==> src/rtl/elevator_request_scheduler.sv <==
// Elevator request scheduler: latches floor requests, runs a SCAN sweep,
// times floor-to-floor travel and door dwell, and clears requests as they are served.
module elevator_request_scheduler #(
  parameter int FLOORS      = 5,
  parameter int MOVE_CYCLES = 4,
  parameter int DOOR_CYCLES = 3
) (
  input  logic              clk_i,
  input  logic              rst_n_i,
  input  logic [FLOORS-1:0] buttons_i,
  output logic [2:0]        cur_floor_o,
  output logic              dir_up_o,
  output logic              moving_o,
  output logic              door_open_o,
  output logic [FLOORS-1:0] pending_o,
  output logic              served_o,
  output logic [2:0]        served_floor_o
);

  localparam int MW = (MOVE_CYCLES > 1) ? $clog2(MOVE_CYCLES) : 1;
  localparam int DW = (DOOR_CYCLES > 1) ? $clog2(DOOR_CYCLES) : 1;
  localparam logic [MW-1:0] MOVE_TC = MW'(MOVE_CYCLES - 1);
  localparam logic [DW-1:0] DOOR_TC = DW'(DOOR_CYCLES - 1);
  localparam logic [2:0]    TOP     = 3'(FLOORS - 1);

  typedef enum logic [1:0] {IDLE, MOVE, DOOR} state_e;

  state_e            state_q;
  logic [2:0]        cur_floor_q;
  logic              dir_up_q;
  logic [FLOORS-1:0] pending_q, pending_d;
  logic [MW-1:0]     move_cnt_q;
  logic [DW-1:0]     door_cnt_q;
  logic              served_q;
  logic [2:0]        served_floor_q;

  function automatic logic any_above(input logic [FLOORS-1:0] pend, input logic [2:0] fl);
    logic r;
    r = 1'b0;
    for (int i = 0; i < FLOORS; i++)
      if (pend[i] && (3'(i) > fl)) r = 1'b1;
    return r;
  endfunction

  function automatic logic any_below(input logic [FLOORS-1:0] pend, input logic [2:0] fl);
    logic r;
    r = 1'b0;
    for (int i = 0; i < FLOORS; i++)
      if (pend[i] && (3'(i) < fl)) r = 1'b1;
    return r;
  endfunction

  function automatic logic pend_at(input logic [FLOORS-1:0] pend, input logic [2:0] fl);
    logic r;
    r = 1'b0;
    for (int i = 0; i < FLOORS; i++)
      if (3'(i) == fl) r = pend[i];
    return r;
  endfunction

  logic              dir_eff;
  logic              ahead_eff, behind_eff;
  logic [2:0]        next_floor;
  logic              at_cur, at_next, ahead_next;
  logic              up_any, dn_any;
  logic [FLOORS-1:0] clear_mask;

  always_comb begin
    // End floors force the preferred direction whenever the car leaves IDLE/DOOR.
    dir_eff = dir_up_q;
    if (cur_floor_q == 3'd0)     dir_eff = 1'b1;
    else if (cur_floor_q == TOP) dir_eff = 1'b0;

    up_any     = any_above(pending_q, cur_floor_q);
    dn_any     = any_below(pending_q, cur_floor_q);
    ahead_eff  = dir_eff ? up_any : dn_any;
    behind_eff = dir_eff ? dn_any : up_any;
    at_cur     = pend_at(pending_q, cur_floor_q);

    next_floor = dir_up_q ? (cur_floor_q + 3'd1) : (cur_floor_q - 3'd1);
    at_next    = pend_at(pending_q, next_floor);
    ahead_next = dir_up_q ? any_above(pending_q, next_floor) : any_below(pending_q, next_floor);

    clear_mask = '0;
    for (int i = 0; i < FLOORS; i++)
      clear_mask[i] = (3'(i) == cur_floor_q) &&
                      ((state_q == DOOR) || ((state_q == IDLE) && at_cur));
    pending_d = (pending_q | buttons_i) & ~clear_mask;
  end

  always_ff @(posedge clk_i or negedge rst_n_i) begin
    if (!rst_n_i) begin
      state_q        <= IDLE;
      cur_floor_q    <= 3'd0;
      dir_up_q       <= 1'b1;
      pending_q      <= '0;
      move_cnt_q     <= '0;
      door_cnt_q     <= '0;
      served_q       <= 1'b0;
      served_floor_q <= 3'd0;
    end else begin
      pending_q <= pending_d;
      served_q  <= 1'b0;
      case (state_q)
        IDLE: begin
          dir_up_q <= dir_eff;
          if (at_cur) begin
            state_q        <= DOOR;
            door_cnt_q     <= '0;
            served_q       <= 1'b1;
            served_floor_q <= cur_floor_q;
          end else if (ahead_eff) begin
            state_q    <= MOVE;
            move_cnt_q <= '0;
          end else if (behind_eff) begin
            dir_up_q   <= ~dir_eff;
            state_q    <= MOVE;
            move_cnt_q <= '0;
          end
        end
        MOVE: begin
          if (move_cnt_q == MOVE_TC) begin
            move_cnt_q  <= '0;
            cur_floor_q <= next_floor;
            if (at_next) begin
              state_q        <= DOOR;
              door_cnt_q     <= '0;
              served_q       <= 1'b1;
              served_floor_q <= next_floor;
            end else if (!ahead_next) begin
              state_q <= IDLE;
            end
          end else begin
            move_cnt_q <= move_cnt_q + 1'b1;
          end
        end
        DOOR: begin
          if (door_cnt_q == DOOR_TC) begin
            move_cnt_q <= '0;
            if (ahead_eff) begin
              dir_up_q <= dir_eff;
              state_q  <= MOVE;
            end else if (behind_eff) begin
              dir_up_q <= ~dir_eff;
              state_q  <= MOVE;
            end else begin
              dir_up_q <= dir_eff;
              state_q  <= IDLE;
            end
          end else begin
            door_cnt_q <= door_cnt_q + 1'b1;
          end
        end
        default: state_q <= IDLE;
      endcase
    end
  end

  assign cur_floor_o    = cur_floor_q;
  assign dir_up_o       = dir_up_q;
  assign moving_o       = (state_q == MOVE);
  assign door_open_o    = (state_q == DOOR);
  assign pending_o      = pending_q;
  assign served_o       = served_q;
  assign served_floor_o = served_floor_q;

endmodule

==> config.mk <==
export PLATFORM = sky130hd
export DESIGN_NAME = elevator_request_scheduler
export DESIGN_NICKNAME = d
export VERILOG_FILES = /design/src/rtl/elevator_request_scheduler.sv
export SDC_FILE = /design/constraint.sdc
export NUM_CORES = 1
export LEC_CHECK = 0
export CORE_UTILIZATION = 53
export DETAILED_ROUTE_END_ITERATION = 16
export PLACE_DENSITY = 0.79
export SYNTH_ARGS = -nofsm -noshare
export SYNTH_HDL_FRONTEND = slang
export SYNTH_SLANG_ARGS = --single-unit
==> constraint.sdc <==
create_clock -name clk_i -period 3.7 [get_ports clk_i]
set_clock_uncertainty 0.2 [all_clocks]
set_input_delay 0.555 -clock clk_i [delete_from_list [all_inputs] [get_ports clk_i]]
set_output_delay 0.555 -clock clk_i [all_outputs]
set_load 0.01 [all_outputs]
# Word level (Yosys, flattened, before mapping)
# Cells that the tools add are included.
[totals]
ff_bits = 19
output_inout_bits = 15
word_cells = 167
[classes]
addsub = 4
order_cmp = 20
n_eq_ne = 22
mux = 70
bitwise = 4
n_reduce_logical = 39
[ops]
columns = ["cell", "count"]
rows = [
  ["$mux 1", 44],
  ["$mux 2", 16],
  ["$logic_and 1x1->1", 26],
  ["$pmux 2 s3", 3],
  ["$eq 2x3->1 const A", 4],
  ["$gt 1x3->1 const A", 4],
  ["$gt 2x3->1 const A", 4],
  ["$lt 1x3->1 const A", 4],
  ["$lt 2x3->1 const A", 4],
  ["$mux 3", 4],
  ["$reduce_and 4->1", 3],
  ["$eq 1x3->1 const A", 2],
  ["$eq 2x2->1 const B", 3],
  ["$eq 3x3->1 const A", 2],
  ["$gt 3x3->1 const A", 2],
  ["$logic_not 3->1", 2],
  ["$lt 3x3->1 const A", 2],
  ["$ne 2x1->1 const B", 3],
  ["$ne 2x2->1 const B", 3],
  ["$ne 3x3->1 const B", 2],
  ["$pmux 3 s2", 1],
  ["$and 5x5->5", 1],
  ["$not 5->5", 1],
  ["$or 5x5->5", 1],
  ["14 further kinds", 18],
]

# Longest topological paths before layout
# Gate-level depths: netlist of the first run.
[depth]
word_depth = 14
depth_mapped = 9
mapped_depth_nobuf = 8

# Worst setup path after synthesis of the first run
# Ideal clock, no wire load.
[synth_timing]
path_kind = "register -> register"
start = "reg cur_floor_q[0], in the netlist cur_floor_o[0]"
end = "reg served_floor_q[1], in the netlist served_floor_o[1]"
setup_ns = 0.125
arrival_time_ns = 2.562
setup_slack_ns = 0.813
path_stages_with_launch = 10
n_path_buf = 1
period_less_slack_ns = 2.887
cell_sequence = "dfrtp_1 -> buf_2 -> inv_1 -> ha_1 -> and2b_1 -> or2_4 -> nor3_1 -> o311ai_4 -> a21oi_4 -> mux2_4"
[synth_between]
elab_chain_len = 10
word_cells_on_any_way = 29
classes_between = "add/sub: 2; eq/ne: 10; mux: 14; reduce/logical: 3"
[synth_lines]
columns = ["element", "line", "text"]
rows = [
  ["start, declared", "29", "logic [2:0] cur_floor_q;"],
  ["start signal, assigned", "124", "cur_floor_q <= next_floor;"],
  ["$sub 3x1->3 / $add 3x1->3 (equally long branches)", "80", "next_floor = dir_up_q ? (cur_floor_q + 3'd1) : (cur_floor_q - 3'd1);"],
  ["$mux 3", "80", ""],
  ["$logic_not 3->1", "57", "if (3'(i) == fl) r = pend[i];"],
  ["$mux 1 (5 in a row)", "57", ""],
  ["$ne 2x1->1 (no line)", "--", ""],
  ["$reduce_and 4->1 (no line)", "--", ""],
  ["end signal, assigned", "111", "served_floor_q <= cur_floor_q;"],
  ["end signal, assigned", "129", "served_floor_q <= next_floor;"],
  ["end, declared", "35", "logic [2:0] served_floor_q;"],
]
# Parallel ways exist; a longest one is shown, timed or not. The select of a mux whose other input is x is not followed.
# A chain may end at the register's enable or synchronous reset.

# Worst setup path after layout of the first run
[layout_timing]
start = "reg cur_floor_q[1], in the netlist cur_floor_o[1]"
end = "reg served_floor_q[2], in the netlist served_floor_o[2]"
# Same word-level chain as after synthesis.

==> flow_summary.toml, run 1 <==
[final_layout]
drive_above_1_share_pct = 8.05
synthToLayoutAreaGrowth_pct = 18.0
layout.nets = 189
antennaDiodeCount = 0
nFillCells = 222
fin_cells = 204
final_cell_mix = "clkdlybuf4s50_1 (21), dfrtp_1 (18), nor2_1 (17)"
final_common_cell = "clkdlybuf4s50_1"

[route]
drc_errors = 0
viasPerCell = 6.06
drtIter0Drc = 31
totalWireLength_mm = 3.16
dr.pass1.iters = 7
vias = 1236
wl_per_cell_um = 15.5
ant_nets = 0

[global_route]
gr-usage-met1_pct = 31.2
top_usage_layer = "met2"
use_met3_pct = 4.02
grt_pass1_wl_mm = 5.17
grt_pass1_vias = 1176
grt.met2_usage_pct = 44.3
track_usage_pct = 25.1
grt_max_degree = 20
grt_overflow_total = 0
antenna_found_initial = 0

[yosys]
syn_avg_cell_area_um2 = 8.81
async_flop_share_pct = 100
ys_warn_count = 0
syn_nets = 170
synth_edf_count = 0
ys_seq_elements = 19
netlist_area_mm2 = 0.00137
synth_top_flop_cell = "dfrtp_1"
synth_cell_type_count = 40
yosysSeqAreaShare_pct = 34.7
syn_inst = 156

[pwr]
switching_share_pct = 48.0
ir_drop_uv = 520
internal_power_mw = 0.813
clockPowerShare_pct = 6.9
power_mw = 1.56
power.switching_mw = 0.750
leakagePower_nw = 0.662
pwr-share-seq_pct = 28.4
power.density_mw_per_mm2 = 964
power_frac_comb_pct = 64.7

[run]
cap_violations = 0

[setup_path]
critPathCaptureType = "flip-flop"
r2r_start = "cur_floor_o[1]"
rrSetupSlack_ns = 0.78
crit_required_ns = 3.70
reg2reg_to = "served_floor_o[2]"
r2r_cells = 8
cp-start-kind = "flip-flop"
path_max_fanout = 12
arrival_ns = 2.92
worst-setup-path-type = "reg2reg"

[clock_tree]
cts-root-buf = "clkbuf_4"
cts-buffers-inserted = 3
insertion_delay_ns = 0.30
cts_tree = "yes"
h-tree-depth = 1
cts_setup_buffers = 0
path_clk_slew_ns = 0.11
clock_sinks = 19
cts_buffer_depth = 2
cts_hold_buf = 0
post_cts_resize_count = 0

[floorplanning]
io_pins = 22
die_x_um = 52.9
core.rowCount = 18
initial_core_util_pct = 56.0
dieHeight_um = 52.9
dieArea_mm2 = 0.00280
core_mm2 = 0.00245

[placement]
place_inst = 200
place_congestion = 0.870
portBuffers = 21
dp_hpwl_mm = 2.28

[timing]
maxSlewViolCount = 0
max_freq_mhz = 343
final_hold_viol_count = 0
rsz0062_at_grt = "false"
tightest_slew_ns = 0.921
slew_headroom_pct = 38.4
post-route-period-util_pct = 78.9
fin_setup_tns_ns = 0
fin_hold_ws_ns = 0.335
setup_violations = 0
finalCriticalPeriod_ns = 2.92

[hold_path]
hold_end = "door_cnt_q[0]"
min_path_type = "reg2reg"
hold_depth = 2
worstHoldStart = "door_cnt_q[0]"

[status]
status = "finished clean"
[critical path: stages (launching register included)]
cell and delay (ns):
dfrtp_1 0.60, inv_1 0.14, ha_1 0.36, and2b_1 0.20, or2_4 0.24, nor3_1 0.39
o311ai_4 0.16, a21oi_4 0.21, mux2_4 0.32
[logic make-up (layout without fill, tap and decap cells)]
family          Yosys count  count (layout)  share of synthesized area [%]
fa+ha+maj                 7               7                           6.37
buf+inv                  16              34                           4.64
flops                    19              19                           34.7
mux                       9               9                           7.65
compound gates           46              46                           23.2
xor+xnor                  7               7                           4.46
simple gates             52              52                           18.9
[how the worst max path moves through the flow]
stage | start | end | slack (ns) | cells after the start
floorplan | cur_floor_o[0] | served_floor_o[1] | 0.81 | 9
global placement | cur_floor_o[1] | served_floor_o[2] | 0.95 | 8
detailed placement | cur_floor_o[0] | served_floor_o[2] | 0.84 | 9
CTS | cur_floor_o[1] | served_floor_o[2] | 0.82 | 8
global route | cur_floor_o[1] | served_floor_o[2] | 0.67 | 8
finish | cur_floor_o[1] | served_floor_o[2] | 0.78 | 8
[routing by layer]
metal,up-vias,wire length [um]
li1,589,-
met1,608,1420
met2,34,1590
met3,5,118
met4,0,34
met5,-,0
[sequential cells by signal (all words and copies together), names as in the netlist]
name            cells
door_cnt_q          2
move_cnt_q          2
served_o            1
pending_o           5
state_q             2
dir_up_o            1
cur_floor_o         3
served_floor_o      3
[stage by stage]
| stage | setup slack (ns) | utilization (%) | instance area (um2) |
|---|---|---|---|
| 2_1_floorplan | 0.813 | - | 1370 |
| 3_5_place_dp | 0.837 | 65.0 | 1600 |
| 4_1_cts | 0.821 | 66.1 | 1620 |
| 6_report | 0.781 | 66.1 | 1620 |
| 3_3_place_gp | 0.951 | 65.0 | 1600 |
| 5_1_grt | 0.675 | 66.1 | 1620 |
[area by class of cell]
class / instances / area (um2) / area share, %
Multi-Input combinational cell: 121 / 833 / 51.4
Clock buffer: 4 / 26.3 / 1.62
Sequential cell: 19 / 477 / 29.4
Timing Repair Buffer: 22 / 218 / 13.4
Tap cell: 30 / 37.5 / 2.31
Inverter: 8 / 30.0 / 1.85
[power groups by stage]
stage	Clock, mW	Combinational, mW	Sequential, mW
global route	0.118	1.11	0.459
global placement	0	0.963	0.437
detailed placement	0	1.00	0.444
CTS	0.111	1.01	0.440
finish	0.109	1.01	0.443
floorplan	0	0.755	0.396
[synth_stat cells (2+ instances only)]
cell	n	area (um2)
a21oi_1	12	60.1
a31oi_1	2	12.5
buf_2	3	15.0
clkbuf_1	5	18.8
dfrtp_1	18	450
ha_1	7	87.6
inv_1	8	30.0
mux2_4	2	30.0
mux2i_1	5	50.1
nand2_1	8	30.0
nand2b_1	4	25.0
nand3_1	3	15.0
nor2_1	17	63.8
nor2b_1	7	43.8
nor3_1	6	30.0
o211ai_1	2	15.0
o21a_1	2	15.0
o21ai_0	12	60.1
o22ai_1	3	18.8
o31ai_1	2	15.0
o32a_1	3	30.0
o32ai_1	2	17.5
xnor2_1	5	43.8
xor2_1	2	17.5
Note: power is estimated with default switching activity, not from simulation.
==> run 2: changes to the inputs <==
--- a/config.mk
+++ b/config.mk
@@ -5,9 +5,9 @@
 export SDC_FILE = /design/constraint.sdc
 export NUM_CORES = 1
 export LEC_CHECK = 0
-export CORE_UTILIZATION = 53
+export CORE_UTILIZATION = 48
 export DETAILED_ROUTE_END_ITERATION = 16
-export PLACE_DENSITY = 0.79
+export PLACE_DENSITY = 0.76
 export SYNTH_ARGS = -nofsm -noshare
 export SYNTH_HDL_FRONTEND = slang
 export SYNTH_SLANG_ARGS = --single-unit
==> constraint.sdc (replaced) <==
create_clock -name clk_i -period 2.4 [get_ports clk_i]
set_clock_uncertainty 0.2 [all_clocks]
set_input_delay 0.36 -clock clk_i [delete_from_list [all_inputs] [get_ports clk_i]]
set_output_delay 0.36 -clock clk_i [all_outputs]
set_load 0.01 [all_outputs]
==> flow_summary.toml, run 2 (synthesis results as in run 1) <==
[route]
viasPerCell = 5.92
drc_errors = 0
vias = 1349
totalWireLength_mm = 3.53
dr.pass1.iters = 4
wl_met3_um = 120
ant_nets = 0
drtIter0Drc = 30
wl_met1_mm = 1.60
wl_met2_mm = 1.75
routed.top_layer = "met4"
wl_per_cell_um = 15.5

[timing]
rsz0062_at_grt = "true"
final_hold_viol_count = 0
maxSlewViolCount = 0
finalCriticalPeriod_ns = 2.43
slew_headroom_pct = 67.7
setup_violations = 3
setup_slack_ns = -0.0272
max_freq_mhz = 412
post-route-period-util_pct = 101
fin_setup_tns_ns = -0.0575
fin_hold_ws_ns = 0.168
tightest_slew_ns = 0.480

[global_route]
grt_overflow_total = 0
grt_pass1_wl_mm = 5.52
grt_pass1_vias = 1243
antenna_found_initial = 0
track_usage_pct = 22.9
grt_max_degree = 20

[clock_tree]
cts_tree = "yes"
insertion_delay_ns = 0.32
clock_sinks = 19
cts-root-buf = "clkbuf_4"
cts_hold_buf = 0
path_clk_slew_ns = 0.12
cts-buffers-inserted = 3
cts_buffer_depth = 2
h-tree-depth = 1

[final_layout]
fin_cells = 228
drive_above_1_share_pct = 24.9
final_common_cell = "buf_4"
largest_register_ffs = 5
final_cell_mix = "buf_4 (24), clkdlybuf4s50_1 (21), nor2_1 (17), dfrtp_1 (17), a21oi_1 (12)"
synthToLayoutAreaGrowth_pct = 37.0
antennaDiodeCount = 0
layout.nets = 212

[pwr]
leakagePower_nw = 0.794
power.density_mw_per_mm2 = 1560
ir_drop_uv = 1020
power_mw = 2.93

[floorplanning]
dieHeight_um = 55.5
die_x_um = 55.5
initial_core_util_pct = 50.3
core.rowCount = 19
core_mm2 = 0.00273
io_pins = 22
dieArea_mm2 = 0.00308

[placement]
place_congestion = 0.873
dp_hpwl_mm = 2.48
portBuffers = 21
place_inst = 216

[status]
status = "complete, but fails checks"
violations = "setup timing"

[setup_path]
slowest_stage = "dfrtp_2"
crit_path_max_incr_delay_ns = 0.46
path_buf_inv = 1
cp-start-kind = "flip-flop"
worst-setup-path-type = "reg2reg"
path_cells = "ha_1 -> xnor2_1 -> a22oi_1 -> nor2_1 -> o311ai_4 -> buf_4 -> mux2i_1 -> or2_1"
path_max_fanout = 4
critPathCaptureType = "flip-flop"
crit_required_ns = 2.42
arrival_ns = 2.45
crit_family = "compound AO/OA/AOI/OAI gates"

[hold_path]
min_path_type = "in2async"

[run]
cap_violations = 0
[run 2: final timing paths]
| path | from | to | slack [ns] | cells after the start |
|---|---|---|---|---|
| max | cur_floor_o[0] | served_floor_o[0] | -0.03 | 8 |
| min | rst_n_i | served_o | 0.17 | 2 |
| max reg2reg | cur_floor_o[0] | served_floor_o[0] | -0.03 | 8 |
| min reg2reg | served_floor_o[1] | served_floor_o[1] | 0.34 | 1 |
| max in group asynchronous | rst_n_i | dir_up_o | 1.56 | 2 |
| min in group clk_i | served_floor_o[1] | served_floor_o[1] | 0.34 | 1 |
[run 2: routing by layer]
layer	GRT usage, %	vias to the layer above
met2	39.9	45
li1	-	641
met3	2.58	6
met4	9.64	0
met1	28.7	657
met5	0	-
[run 2: report_power, final]
| group | switching [mW] | internal [mW] |
|---|---|---|
| logic | 1.02 | 1.10 |
| registers | 0.186 | 0.453 |
| clock network | 0.116 | 0.0626 |
[run 2: worst register-to-register path, cell delays in order (launching register included)]
cell,delay [ns]
dfrtp_2,0.46
ha_1,0.26
xnor2_1,0.17
a22oi_1,0.28
nor2_1,0.13
o311ai_4,0.38
buf_4,0.18
mux2i_1,0.06
or2_1,0.20
[run 2: what timing repair did]
action / CTS / global route
buffers inserted: 4 / 4
setup endpoints to repair: 5 / 12
gates resized for setup: 3 / 7
pin swaps: 1 / 3
[run 2: final cells by class]
| type | count | area [um2] |
|---|---|---|
| clock inverters | 1 | 5.00 |
| multi-input cells | 121 | 915 |
| flip-flops and latches | 19 | 478 |
| clock buffers | 3 | 22.5 |
| well taps | 31 | 38.8 |
| inverters | 8 | 32.5 |
| repair buffers | 45 | 390 |
| fillers | 217 | 852 |
[run 2: stage by stage]
step	setup WS [ns]	instance area, um2	utilization (%)
after floorplan	-0.115	1410	-
after global placement	0.0307	1740	63.6
after detailed placement	-0.0352	1740	63.6
after CTS	-0.0313	1810	66.1
after global routing	-0.0928	1880	68.8
final	-0.0272	1880	68.8
==> run 3: changes to the inputs <==
--- a/config.mk
+++ b/config.mk
@@ -5,9 +5,10 @@
 export SDC_FILE = /design/constraint.sdc
 export NUM_CORES = 1
 export LEC_CHECK = 0
-export CORE_UTILIZATION = 48
+export CORE_UTILIZATION = 50
+export CTS_BUF_LIST = sky130_fd_sc_hd__clkbuf_4
 export DETAILED_ROUTE_END_ITERATION = 16
-export PLACE_DENSITY = 0.76
+export PLACE_DENSITY = 0.78
 export SYNTH_ARGS = -nofsm -noshare
 export SYNTH_HDL_FRONTEND = slang
 export SYNTH_SLANG_ARGS = --single-unit
==> flow_summary.toml, run 3 (synthesis results as in run 1) <==
[global_route]
gr-usage-met1_pct = 33.8
track_usage_pct = 27.9
antenna_found_initial = 0
grt_pass1_wl_mm = 5.85
top_usage_layer = "met2"
grt_overflow_total = 0
grt.met2_usage_pct = 50.6
grt_max_degree = 13
use_met3_pct = 3.33
grt_pass1_vias = 1269

[final_layout]
antennaDiodeCount = 0
final_common_cell = "buf_4"
fin_area_mm2 = 0.00192
final_cell_mix = "buf_4 (27), clkdlybuf4s50_1 (21), nor2_1 (17)"
largest_register_ffs = 5
layout.nets = 216
drive_above_1_share_pct = 28.4
synthToLayoutAreaGrowth_pct = 39.5

[setup_path]
crit_required_ns = 2.41
worst-setup-path-type = "reg2reg"
arrival_ns = 2.42
crit_family = "simple AND/OR/NAND/NOR gates"
critPathCaptureType = "flip-flop"
path_max_fanout = 4
crit_path_max_incr_delay_ns = 0.47
slowest_stage = "dfrtp_2"
path_buf_inv = 1
r2r_cells = 8
path_cells = "inv_4 -> ha_4 -> and2b_1 -> or2_4 -> nor3_4 -> o311ai_4 -> a21oi_4 -> mux2_4"
cp.depth = 8
cp-start-kind = "flip-flop"

[route]
viasPerCell = 5.81
drc_errors = 0
dr.pass1.iters = 4
drtIter0Drc = 48
wl_per_cell_um = 16.0
totalWireLength_mm = 3.69
ant_nets = 0
vias = 1342

[floorplanning]
core_mm2 = 0.00254
die_x_um = 54.4
dieArea_mm2 = 0.00296
initial_core_util_pct = 54.0
core.rowCount = 18
io_pins = 22
dieHeight_um = 54.4

[clock_tree]
cts-root-buf = "clkbuf_4"
cts_buffer_depth = 2
clock_sinks = 19
cts_hold_buf = 0
h-tree-depth = 1
path_clk_slew_ns = 0.12
cts-buffers-inserted = 3
cts_tree = "yes"
insertion_delay_ns = 0.31

[placement]
portBuffers = 21
dp_hpwl_mm = 2.63
placed_area_mm2 = 0.00177
place_ws_ns = -0.0940
place_congestion = 0.936

[status]
status = "complete, but fails checks"
violations = "setup timing"

[timing]
final_hold_viol_count = 0
fin_hold_ws_ns = 0.160
setup_violations = 3
rsz0062_at_grt = "true"
finalCriticalPeriod_ns = 2.41
post-route-period-util_pct = 100
setup_slack_ns = -0.00844
tightest_slew_ns = 0.480
max_freq_mhz = 415
maxSlewViolCount = 0
slew_headroom_pct = 67.9

[pwr]
power.density_mw_per_mm2 = 1580
ir_drop_uv = 1040
leakagePower_nw = 0.807

[hold_path]
min_path_type = "in2async"

[run]
cap_violations = 0
run 3: final cells by class:
class	instances	area, um2
multi-input combinational	121	913
tap	30	37.5
timing repair buffer	49	424
inverter	8	35.0
clock buffer	3	22.5
sequential	19	479
clock inverter	1	5.00
fill	190	628
run 3: timing repair:
item                                    in CTS  in global routing
gates cloned                                 0                  0
setup buffers                                7                  1
pin swaps                                    7                  2
endpoints found under the setup margin      12                 13
gates resized for setup                      9                  6
run 3: where the power goes:
group	internal (mW)	total, mW	switching [mW]
Sequential	0.454	0.622	0.168
Clock	0.0623	0.176	0.114
Combinational	1.14	2.23	1.09
Total	1.66	3.03	1.37
run 3: metrics by stage:
step	util [%]	total power, mW	instances	setup TNS (ns)
after CTS	74.1	2.91	230	-0.109
after global placement	69.4	2.47	219	-0.0129
after floorplan	-	1.85	156	-0.241
final	75.3	3.03	231	-0.0146
after detailed placement	69.4	2.55	219	-0.537
after global routing	75.3	3.24	231	-0.284
run 3: final timing paths:
check                                   from                end  slack, ns
max reg2reg                   cur_floor_o[1]  served_floor_o[2]     -0.008
min                                  rst_n_i     cur_floor_o[1]       0.16
min in group clk_i         served_floor_o[1]  served_floor_o[1]       0.34
max in group asynchronous            rst_n_i      door_cnt_q[0]       1.31
max                           cur_floor_o[1]  served_floor_o[2]     -0.008
min reg2reg                served_floor_o[1]  served_floor_o[1]       0.34
run 3: per-layer routing:
| metal | wire, um | up-vias |
|---|---|---|
| li1 | - | 647 |
| met1 | 1540 | 640 |
| met2 | 1890 | 49 |
| met3 | 202 | 6 |
| met4 | 51 | 0 |
| met5 | 0 | - |
